<file path="config.mk">
export PLATFORM = sky130hd
export DESIGN_NAME = block_to_byte_tx
export DESIGN_NICKNAME = d
export VERILOG_FILES = /design/src/rtl/block_to_byte_tx.sv
export SDC_FILE = /design/constraint.sdc
export NUM_CORES = 1
export LEC_CHECK = 0
export ABC_AREA = 1
export ABC_CLOCK_PERIOD_IN_PS = 2110
export CORE_MARGIN = 2
export CORE_UTILIZATION = 52
export DETAILED_ROUTE_END_ITERATION = 8
export PLACE_DENSITY_LB_ADDON = 0.2
export SYNTH_ARGS = -nofsm -noshare
export SYNTH_HDL_FRONTEND = slang
export SYNTH_SLANG_ARGS = --single-unit
</file>
<file path="constraint.sdc">
create_clock -name clk -period 2.11 [get_ports clk]
set_input_delay 0.422 -clock clk [delete_from_list [all_inputs] [get_ports clk]]
set_output_delay 0.422 -clock clk [all_outputs]
set_load 0.005 [all_outputs]
</file>
<file path="src/rtl/block_to_byte_tx.sv">
// block_to_byte_tx: captures a 128-bit SEED ciphertext and returns it to the Pi
// one byte at a time, MSB byte first, over a four-phase valid/ack handshake.
module block_to_byte_tx #(
  parameter int NBYTES      = 16,
  parameter int SYNC_STAGES = 2
) (
  input  logic                clk,
  input  logic                reset,
  input  logic                in_en,
  input  logic                start1,
  input  logic [8*NBYTES-1:0] ciphertext,
  input  logic                enc_done,
  input  logic                ack1,
  output logic [7:0]          part_out,
  output logic                valid,
  output logic                busy,
  output logic                block_done,
  output logic                overrun
);
  localparam int W  = 8 * NBYTES;
  localparam int CW = $clog2(NBYTES + 1);
  typedef enum logic [1:0] {IDLE, SEND, RELEASE, FINISH} state_t;
  state_t                 state_q, state_d;
  logic [SYNC_STAGES-1:0] ack_sync_q, ack_sync_d, start_sync_q, start_sync_d;
  logic                   ack_dly_q, ack_dly_d, start_dly_q, start_dly_d;
  logic [W-1:0]           shreg_q, shreg_d;
  logic [CW-1:0]          count_q, count_d;
  logic [7:0]             part_q, part_d;
  logic                   valid_q, valid_d, busy_q, busy_d;
  logic                   done_q, done_d, overrun_q, overrun_d;
  logic                   ack_s, start_s, ack_rise, pulse_start;
  assign ack_s       = ack_sync_q[SYNC_STAGES-1];
  assign start_s     = start_sync_q[SYNC_STAGES-1];
  assign ack_rise    = ack_s & ~ack_dly_q;
  assign pulse_start = start_s & ~start_dly_q;
  assign part_out    = part_q;
  assign valid       = valid_q;
  assign busy        = busy_q;
  assign block_done  = done_q;
  assign overrun     = overrun_q;
  always_comb begin
    ack_sync_d   = in_en ? {ack_sync_q[SYNC_STAGES-2:0], ack1} : ack_sync_q;
    start_sync_d = in_en ? {start_sync_q[SYNC_STAGES-2:0], start1} : start_sync_q;
    ack_dly_d    = in_en ? ack_s : ack_dly_q;
    start_dly_d  = in_en ? start_s : start_dly_q;
    state_d      = state_q;
    shreg_d      = shreg_q;
    count_d      = count_q;
    part_d       = part_q;
    valid_d      = valid_q;
    busy_d       = busy_q;
    overrun_d    = overrun_q;
    done_d       = 1'b0;
    if (in_en && pulse_start) begin
      state_d   = IDLE;
      valid_d   = 1'b0;
      busy_d    = 1'b0;
      count_d   = '0;
      overrun_d = 1'b0;
      part_d    = '0;
    end else if (in_en) begin
      // a block landing while one is still in flight is dropped, not queued
      if (enc_done && state_q != IDLE) overrun_d = 1'b1;
      case (state_q)
        IDLE: if (enc_done) begin
          shreg_d = ciphertext;
          part_d  = ciphertext[W-1 -: 8];
          valid_d = 1'b1;
          busy_d  = 1'b1;
          count_d = '0;
          state_d = SEND;
        end
        SEND: if (ack_rise) begin
          valid_d = 1'b0;
          shreg_d = shreg_q << 8;
          count_d = count_q + CW'(1);
          state_d = RELEASE;
        end
        RELEASE: if (!ack_s) begin
          if (count_q == CW'(NBYTES)) state_d = FINISH;
          else begin
            part_d  = shreg_q[W-1 -: 8];
            valid_d = 1'b1;
            state_d = SEND;
          end
        end
        FINISH: begin
          done_d  = 1'b1;
          busy_d  = 1'b0;
          part_d  = '0;
          state_d = IDLE;
        end
        default: state_d = IDLE;
      endcase
    end
  end
  always_ff @(posedge clk or negedge reset) begin
    if (!reset) begin
      state_q      <= IDLE;
      ack_sync_q   <= '0;
      start_sync_q <= '0;
      ack_dly_q    <= 1'b0;
      start_dly_q  <= 1'b0;
      shreg_q      <= '0;
      count_q      <= '0;
      part_q       <= '0;
      valid_q      <= 1'b0;
      busy_q       <= 1'b0;
      done_q       <= 1'b0;
      overrun_q    <= 1'b0;
    end else begin
      state_q      <= state_d;
      ack_sync_q   <= ack_sync_d;
      start_sync_q <= start_sync_d;
      ack_dly_q    <= ack_dly_d;
      start_dly_q  <= start_dly_d;
      shreg_q      <= shreg_d;
      count_q      <= count_d;
      part_q       <= part_d;
      valid_q      <= valid_d;
      busy_q       <= busy_d;
      done_q       <= done_d;
      overrun_q    <= overrun_d;
    end
  end
endmodule

</file>
==> After elaboration in Yosys (flattened, before gate mapping) <==
Cells that the tools add are included.
Widths: inputs -> output; s select.
{ "word_totals": {"regBits": 153, "output_inout_bits": 12} }
{ "op_classes": {"bitwise": 5, "mux": 37, "add_sub_neg": 1, "n_eq_ne": 10, "reduce_logical": 18} }
{ "ops": {"columns": ["operator", "count"], "rows": [
  ["$mux 128", 2],
  ["$pmux 128 s2", 1],
  ["$mux 8", 5],
  ["$pmux 8 s3", 1],
  ["$mux 5", 4],
  ["$mux 1", 14],
  ["$mux 2", 6],
  ["$ne 3x3->1 const B", 4],
  ["$pmux 5 s2", 1],
  ["$reduce_and 5->1", 2],
  ["$pmux 2 s4", 1],
  ["$reduce_and 4->1", 2],
  ["$reduce_bool 2->1", 4],
  ["$reduce_bool 4->1", 2],
  ["$reduce_and 6->1", 1],
  ["$reduce_bool 3->1", 2],
  ["$add 5x1->5 const B", 1],
  ["$eq 5x5->1 const B", 1],
  ["$eq 2x2->1 const B", 2],
  ["$ne 2x2->1 const B", 2],
  ["$not 1->1", 3],
  ["$pmux 1 s3", 1],
  ["$reduce_and 3->1", 1],
  ["$and 1x1->1", 2],
  ["5 further kinds", 6]
]} }

==> Longest topological paths before layout <==
{ "depth": {"depth_word": 6, "ltp_mapped": 11} }

==> Least setup slack after synthesis <==
No wires, ideal clock.
{ "synth_timing": {"path_kind": "register to register", "startpoint": "register state_q[1]", "endpoint": "register shreg_q[120]", "setup_ns": 0.123, "stages_incl_launch_ff": 11, "required_time_ns": 1.987, "arrival_ns": 1.540, "setup_slack_ns": 0.447, "synth_period_minus_slack_ns": 1.663, "cell_sequence": "dfrtp_1 > inv_1 > ha_1 > buf_4 > inv_4 > a21oi_2 > nor2_4 > nand3_2 > buf_2 > buf_4 > o21ai_1"} }
{ "synth_via": {"elab_chain_cells": 3, "word_cells_on_any_way": 7, "classes_between": "3 x eq/ne; 1 x mux; 3 x reduce/logical"} }
{ "synth_rtl": {"columns": ["item", "line", "text"], "rows": [
  ["from (decl)", "23", "state_t state_q, state_d;"],
  ["from (signal assigned)", "112", "state_q <= state_d;"],
  ["$eq 2x1->1 / $logic_not 2->1 (equally long branches)", "64", "case (state_q)"],
  ["$ne 2x2->1 (no line) / $reduce_bool 2->1 (equally long branches)", null, null],
  ["$reduce_and 5->1 (no line)", null, null],
  ["to (signal assigned)", "117", "shreg_q <= shreg_d;"],
  ["to (decl)", "26", "logic [W-1:0] shreg_q, shreg_d;"]
]} }
Several ways; a longest one is shown, not always the timed one.
A chain may end at the register's enable or synchronous reset.

==> Worst setup path after layout <==
{ "layout_timing": {"startpoint": "register state_q[0]", "endpoint": "register shreg_q[78]"} }
Same word-level chain as after synthesis.

==> impl_metrics.xml <==
<?xml version="1.0" encoding="UTF-8"?>
<metrics>
  <group name="status">
    <metric name="run_status" unit="">complete, no violations</metric>
  </group>
  <group name="route">
    <metric name="route.vias.total" unit="">5894</metric>
    <metric name="dr.pass1.iters" unit="">5</metric>
    <metric name="wl_per_cell" unit="µm">15.7</metric>
    <metric name="routed_via_density" unit="">5.40</metric>
    <metric name="ant_nets" unit="">0</metric>
    <metric name="drc_errors" unit="">0</metric>
    <metric name="drt_wl_total" unit="mm">17.1</metric>
    <metric name="detailedRoute.firstIterationViolations" unit="">409</metric>
  </group>
  <group name="finish">
    <metric name="synthToLayoutAreaGrowth" unit="%">33.0</metric>
    <metric name="final_nets" unit="">1039</metric>
    <metric name="num-fill-cells" unit="">1067</metric>
    <metric name="antennaDiodeCount" unit="">0</metric>
    <metric name="stdcell_area" unit="µm²">9640</metric>
    <metric name="layout-drive-gt1-share" unit="">0.0746</metric>
    <metric name="fin_util" unit="">0.700</metric>
    <metric name="stdcell_count" unit="">1091</metric>
  </group>
  <group name="timing">
    <metric name="achievable-frequency" unit="MHz">524</metric>
    <metric name="slew-limit-headroom" unit="">0.716</metric>
    <metric name="max_slew.worst_pin.slew" unit="ns">0.426</metric>
    <metric name="finalSetupViolations" unit="">0</metric>
    <metric name="hold-worst-slack" unit="ns">0.490</metric>
    <metric name="grt_setup_unrepaired" unit="">no</metric>
    <metric name="fin_crit_sh" unit="">0.904</metric>
    <metric name="worst_clock_skew" unit="ns">0.00882</metric>
    <metric name="timing.setup.tns" unit="ns">0</metric>
    <metric name="final_hold_viol_count" unit="">0</metric>
    <metric name="worst_slack" unit="ns">0.202</metric>
    <metric name="period_minus_slack" unit="ns">1.91</metric>
    <metric name="timing_max_transition_violations_final" unit="">0</metric>
  </group>
  <group name="critical_path">
    <metric name="critical_path.startpoint_type" unit="">flop</metric>
    <metric name="critical_path_arrival" unit="ns">2.21</metric>
    <metric name="cp.required" unit="ns">2.42</metric>
    <metric name="worst_setup_path_end_kind" unit="">flop</metric>
    <metric name="critical_path_peak_fanout" unit="">21</metric>
    <metric name="worstSetupPathType" unit="">flop to flop</metric>
  </group>
  <group name="power">
    <metric name="irDropWorstVdd" unit="mV">0.695</metric>
    <metric name="total_leakage_power" unit="nW">4.41</metric>
    <metric name="cellPowerDensity" unit="nW/µm²">1390</metric>
    <metric name="power" unit="mW">13.4</metric>
  </group>
  <group name="global_route">
    <metric name="wire_length_of_the_first_global_routing_pass" unit="mm">27.8</metric>
    <metric name="antenna_found_initial" unit="">0</metric>
    <metric name="number_of_global_route_vias_before_repair" unit="">5893</metric>
    <metric name="track_usage" unit="">0.242</metric>
    <metric name="grt_max_degree" unit="">56</metric>
    <metric name="globalRoute.totalOverflow" unit="">0</metric>
  </group>
  <group name="placed_design">
    <metric name="dpl.cell_count" unit="">1058</metric>
    <metric name="pre_cts_ws" unit="ns">0.129</metric>
    <metric name="gpl.final_weighted_congestion" unit="">0.828</metric>
    <metric name="placement_cell_area" unit="µm²">9000</metric>
    <metric name="place_hpwl" unit="mm">12.0</metric>
    <metric name="placement.io_buffers" unit="">145</metric>
  </group>
  <group name="synth">
    <metric name="synth_cell_types" unit="">24</metric>
    <metric name="synth_top_area_frac" unit="">0.528</metric>
    <metric name="yosys_warnings" unit="">0</metric>
    <metric name="synth_cells" unit="">755</metric>
    <metric name="dominantRegCellSynth" unit="">sky130_fd_sc_hd__dfrtp_1</metric>
    <metric name="synthesis.area" unit="µm²">7250</metric>
    <metric name="synthesis.nets" unit="">896</metric>
    <metric name="yosys.area.top_type" unit="">sky130_fd_sc_hd__dfrtp_1</metric>
    <metric name="synth_sequential_area_ratio" unit="">0.528</metric>
    <metric name="netlist_top_cells_count" unit="">196 x sky130_fd_sc_hd__nand2_1, 153 x sky130_fd_sc_hd__dfrtp_1, 123 x sky130_fd_sc_hd__o21ai_1</metric>
    <metric name="synth_seq_cells" unit="">153</metric>
    <metric name="synth_enable_flop_cells" unit="">0</metric>
    <metric name="synth.most_common_cell" unit="">sky130_fd_sc_hd__nand2_1</metric>
    <metric name="yosys-top-cells-area" unit="">sky130_fd_sc_hd__dfrtp_1 53%, sky130_fd_sc_hd__mux2i_1 15%, sky130_fd_sc_hd__nand2_1 10%</metric>
    <metric name="postSynthAreaPerCell" unit="µm²">9.60</metric>
    <metric name="asyncSetResetFlopFracSynth" unit="">1.00</metric>
  </group>
  <group name="job">
    <metric name="maxCapViolations" unit="">0</metric>
  </group>
  <group name="floorplan">
    <metric name="fp.dieH" unit="µm">122</metric>
    <metric name="die_x" unit="µm">122</metric>
    <metric name="area_of_the_core" unit="µm²">13800</metric>
    <metric name="area_of_the_die" unit="µm²">14900</metric>
    <metric name="starting_density_of_the_core" unit="">0.526</metric>
    <metric name="rows" unit="">43</metric>
    <metric name="floorplan.io_pins" unit="">146</metric>
  </group>
  <group name="clock_network">
    <metric name="worstSkewPairLatency" unit="ns">0.42</metric>
    <metric name="cts_inserted_buffers" unit="">17</metric>
    <metric name="clk_transition_reported_paths" unit="ns">0.06</metric>
    <metric name="cts_root_buffer" unit="">sky130_fd_sc_hd__clkbuf_16</metric>
    <metric name="htreeDepth" unit="">4</metric>
    <metric name="clock_sink_count" unit="">153</metric>
    <metric name="cts_tree" unit="">yes</metric>
    <metric name="clk_path_buf_depth" unit="">2</metric>
  </group>
  <group name="min_path">
    <metric name="hold_class" unit="">primary input to async pin</metric>
  </group>
</metrics>
-- final timing paths --
check / startpoint / end / slack (ns) / depth (start not counted)
setup / recovery: state_q[0] / shreg_q[78] / 0.20 / 10
hold / removal: reset / shreg_q[82] / 0.49 / 2
setup reg to reg: state_q[0] / shreg_q[78] / 0.20 / 10
hold reg to reg: shreg_q[60] / shreg_q[60] / 0.49 / 2
max in group asynchronous: reset / shreg_q[12] / 1.06 / 3
min in group clk: shreg_q[60] / shreg_q[60] / 0.49 / 2
-- routing by layer --
metal | wire length (µm) | GRT usage | vias to the layer above
li1 | - | - | 2835
met1 | 7230 | 0.307 | 2833
met2 | 8620 | 0.413 | 207
met3 | 1040 | 0.0581 | 19
met4 | 212 | 0.0697 | 0
met5 | 0 | 0 | -
-- cell type report --
type / count / area, µm² / area share
multi-input cells: 524 / 3030 / 0.314
inverters: 27 / 104 / 0.0108
clock buffers: 20 / 457 / 0.0474
well taps: 180 / 225 / 0.0234
repair buffers: 175 / 1830 / 0.190
clock inverters: 12 / 173 / 0.0179
flip-flops and latches: 153 / 3830 / 0.397
-- cell families after synthesis --
| group | synth area share |
|---|---|
| AOI/OAI and AO/OA | 0.110 |
| and+or+nand+nor | 0.135 |
| muxes | 0.155 |
| adders and majority gates | 0.0121 |
| xor gates and xnor gates | 0.00242 |
| buffers and inverters | 0.0575 |
| DFF | 0.528 |
-- repair_timing --
action | in CTS | in global routing
setup endpoints to repair | 0 | 4
gates resized for setup | 0 | 1
hold buffers | 1 | 0
hold endpoints to repair | 38 | 0
buffers inserted | 0 | 0
-- registers in the layout, summed over array words and instances, names as in the netlist --
signal	flops
part_out	8
block_done	1
ack_dly_q	1
ack_sync_q	2
start_sync_q	2
shreg_q	128
state_q	2
count_q	5
valid	1
start_dly_q	1
busy	1
overrun	1
-- cell usage in the layout, fill, tap and decap left out --
cell / Yosys / routed
sky130_fd_sc_hd__a21oi_1: 2 / 2
sky130_fd_sc_hd__a21oi_2: 1 / 1
sky130_fd_sc_hd__buf_12: 0 / 12
sky130_fd_sc_hd__buf_4: 27 / 17
sky130_fd_sc_hd__buf_6: 0 / 1
sky130_fd_sc_hd__bufinv_16: 0 / 4
sky130_fd_sc_hd__clkbuf_1: 8 / 1
sky130_fd_sc_hd__clkbuf_16: 0 / 17
sky130_fd_sc_hd__clkbuf_8: 0 / 2
sky130_fd_sc_hd__clkdlybuf4s50_1: 0 / 144
sky130_fd_sc_hd__clkinv_2: 0 / 4
sky130_fd_sc_hd__clkinv_4: 0 / 2
sky130_fd_sc_hd__clkinvlp_4: 0 / 2
sky130_fd_sc_hd__dfrtp_1: 153 / 153
sky130_fd_sc_hd__dlygate4sd3_1: 0 / 1
sky130_fd_sc_hd__ha_1: 7 / 6
sky130_fd_sc_hd__ha_4: 0 / 1
sky130_fd_sc_hd__inv_1: 26 / 26
sky130_fd_sc_hd__inv_4: 1 / 1
sky130_fd_sc_hd__mux2i_1: 112 / 112
sky130_fd_sc_hd__nand2_1: 196 / 195
sky130_fd_sc_hd__nand2_2: 0 / 1
sky130_fd_sc_hd__nand3_1: 29 / 29
sky130_fd_sc_hd__nand3_4: 0 / 1
sky130_fd_sc_hd__nand4_1: 1 / 1
sky130_fd_sc_hd__nor2_1: 13 / 13
sky130_fd_sc_hd__nor2_4: 1 / 1
sky130_fd_sc_hd__nor3_1: 3 / 3
sky130_fd_sc_hd__o211ai_1: 1 / 1
sky130_fd_sc_hd__o21ai_0: 30 / 30
sky130_fd_sc_hd__o21ai_1: 123 / 123
sky130_fd_sc_hd__o21bai_1: 1 / 1
sky130_fd_sc_hd__or2_2: 1 / 1
sky130_fd_sc_hd__xnor2_1: 1 / 1
sky130_fd_sc_hd__xor2_1: 1 / 1
-- worst max-delay path, cell delays in order (launching register included) --
cell                      delay, ns
sky130_fd_sc_hd__dfrtp_1       0.46
sky130_fd_sc_hd__inv_1         0.12
sky130_fd_sc_hd__ha_1          0.27
sky130_fd_sc_hd__nand2_1       0.10
sky130_fd_sc_hd__nand2_1       0.07
sky130_fd_sc_hd__inv_1         0.14
sky130_fd_sc_hd__nand3_4       0.12
sky130_fd_sc_hd__buf_12        0.19
sky130_fd_sc_hd__buf_4         0.18
sky130_fd_sc_hd__nand2_1       0.08
sky130_fd_sc_hd__o21ai_1       0.07
-- power breakdown --
| group | switching [mW] | internal, mW | total, mW |
|---|---|---|---|
| combinational | 2.75 | 2.45 | 5.21 |
| sequential | 0.772 | 4.23 | 5.00 |
| clock | 1.19 | 2.04 | 3.23 |
Note: power is estimated with default switching activity, not from simulation.
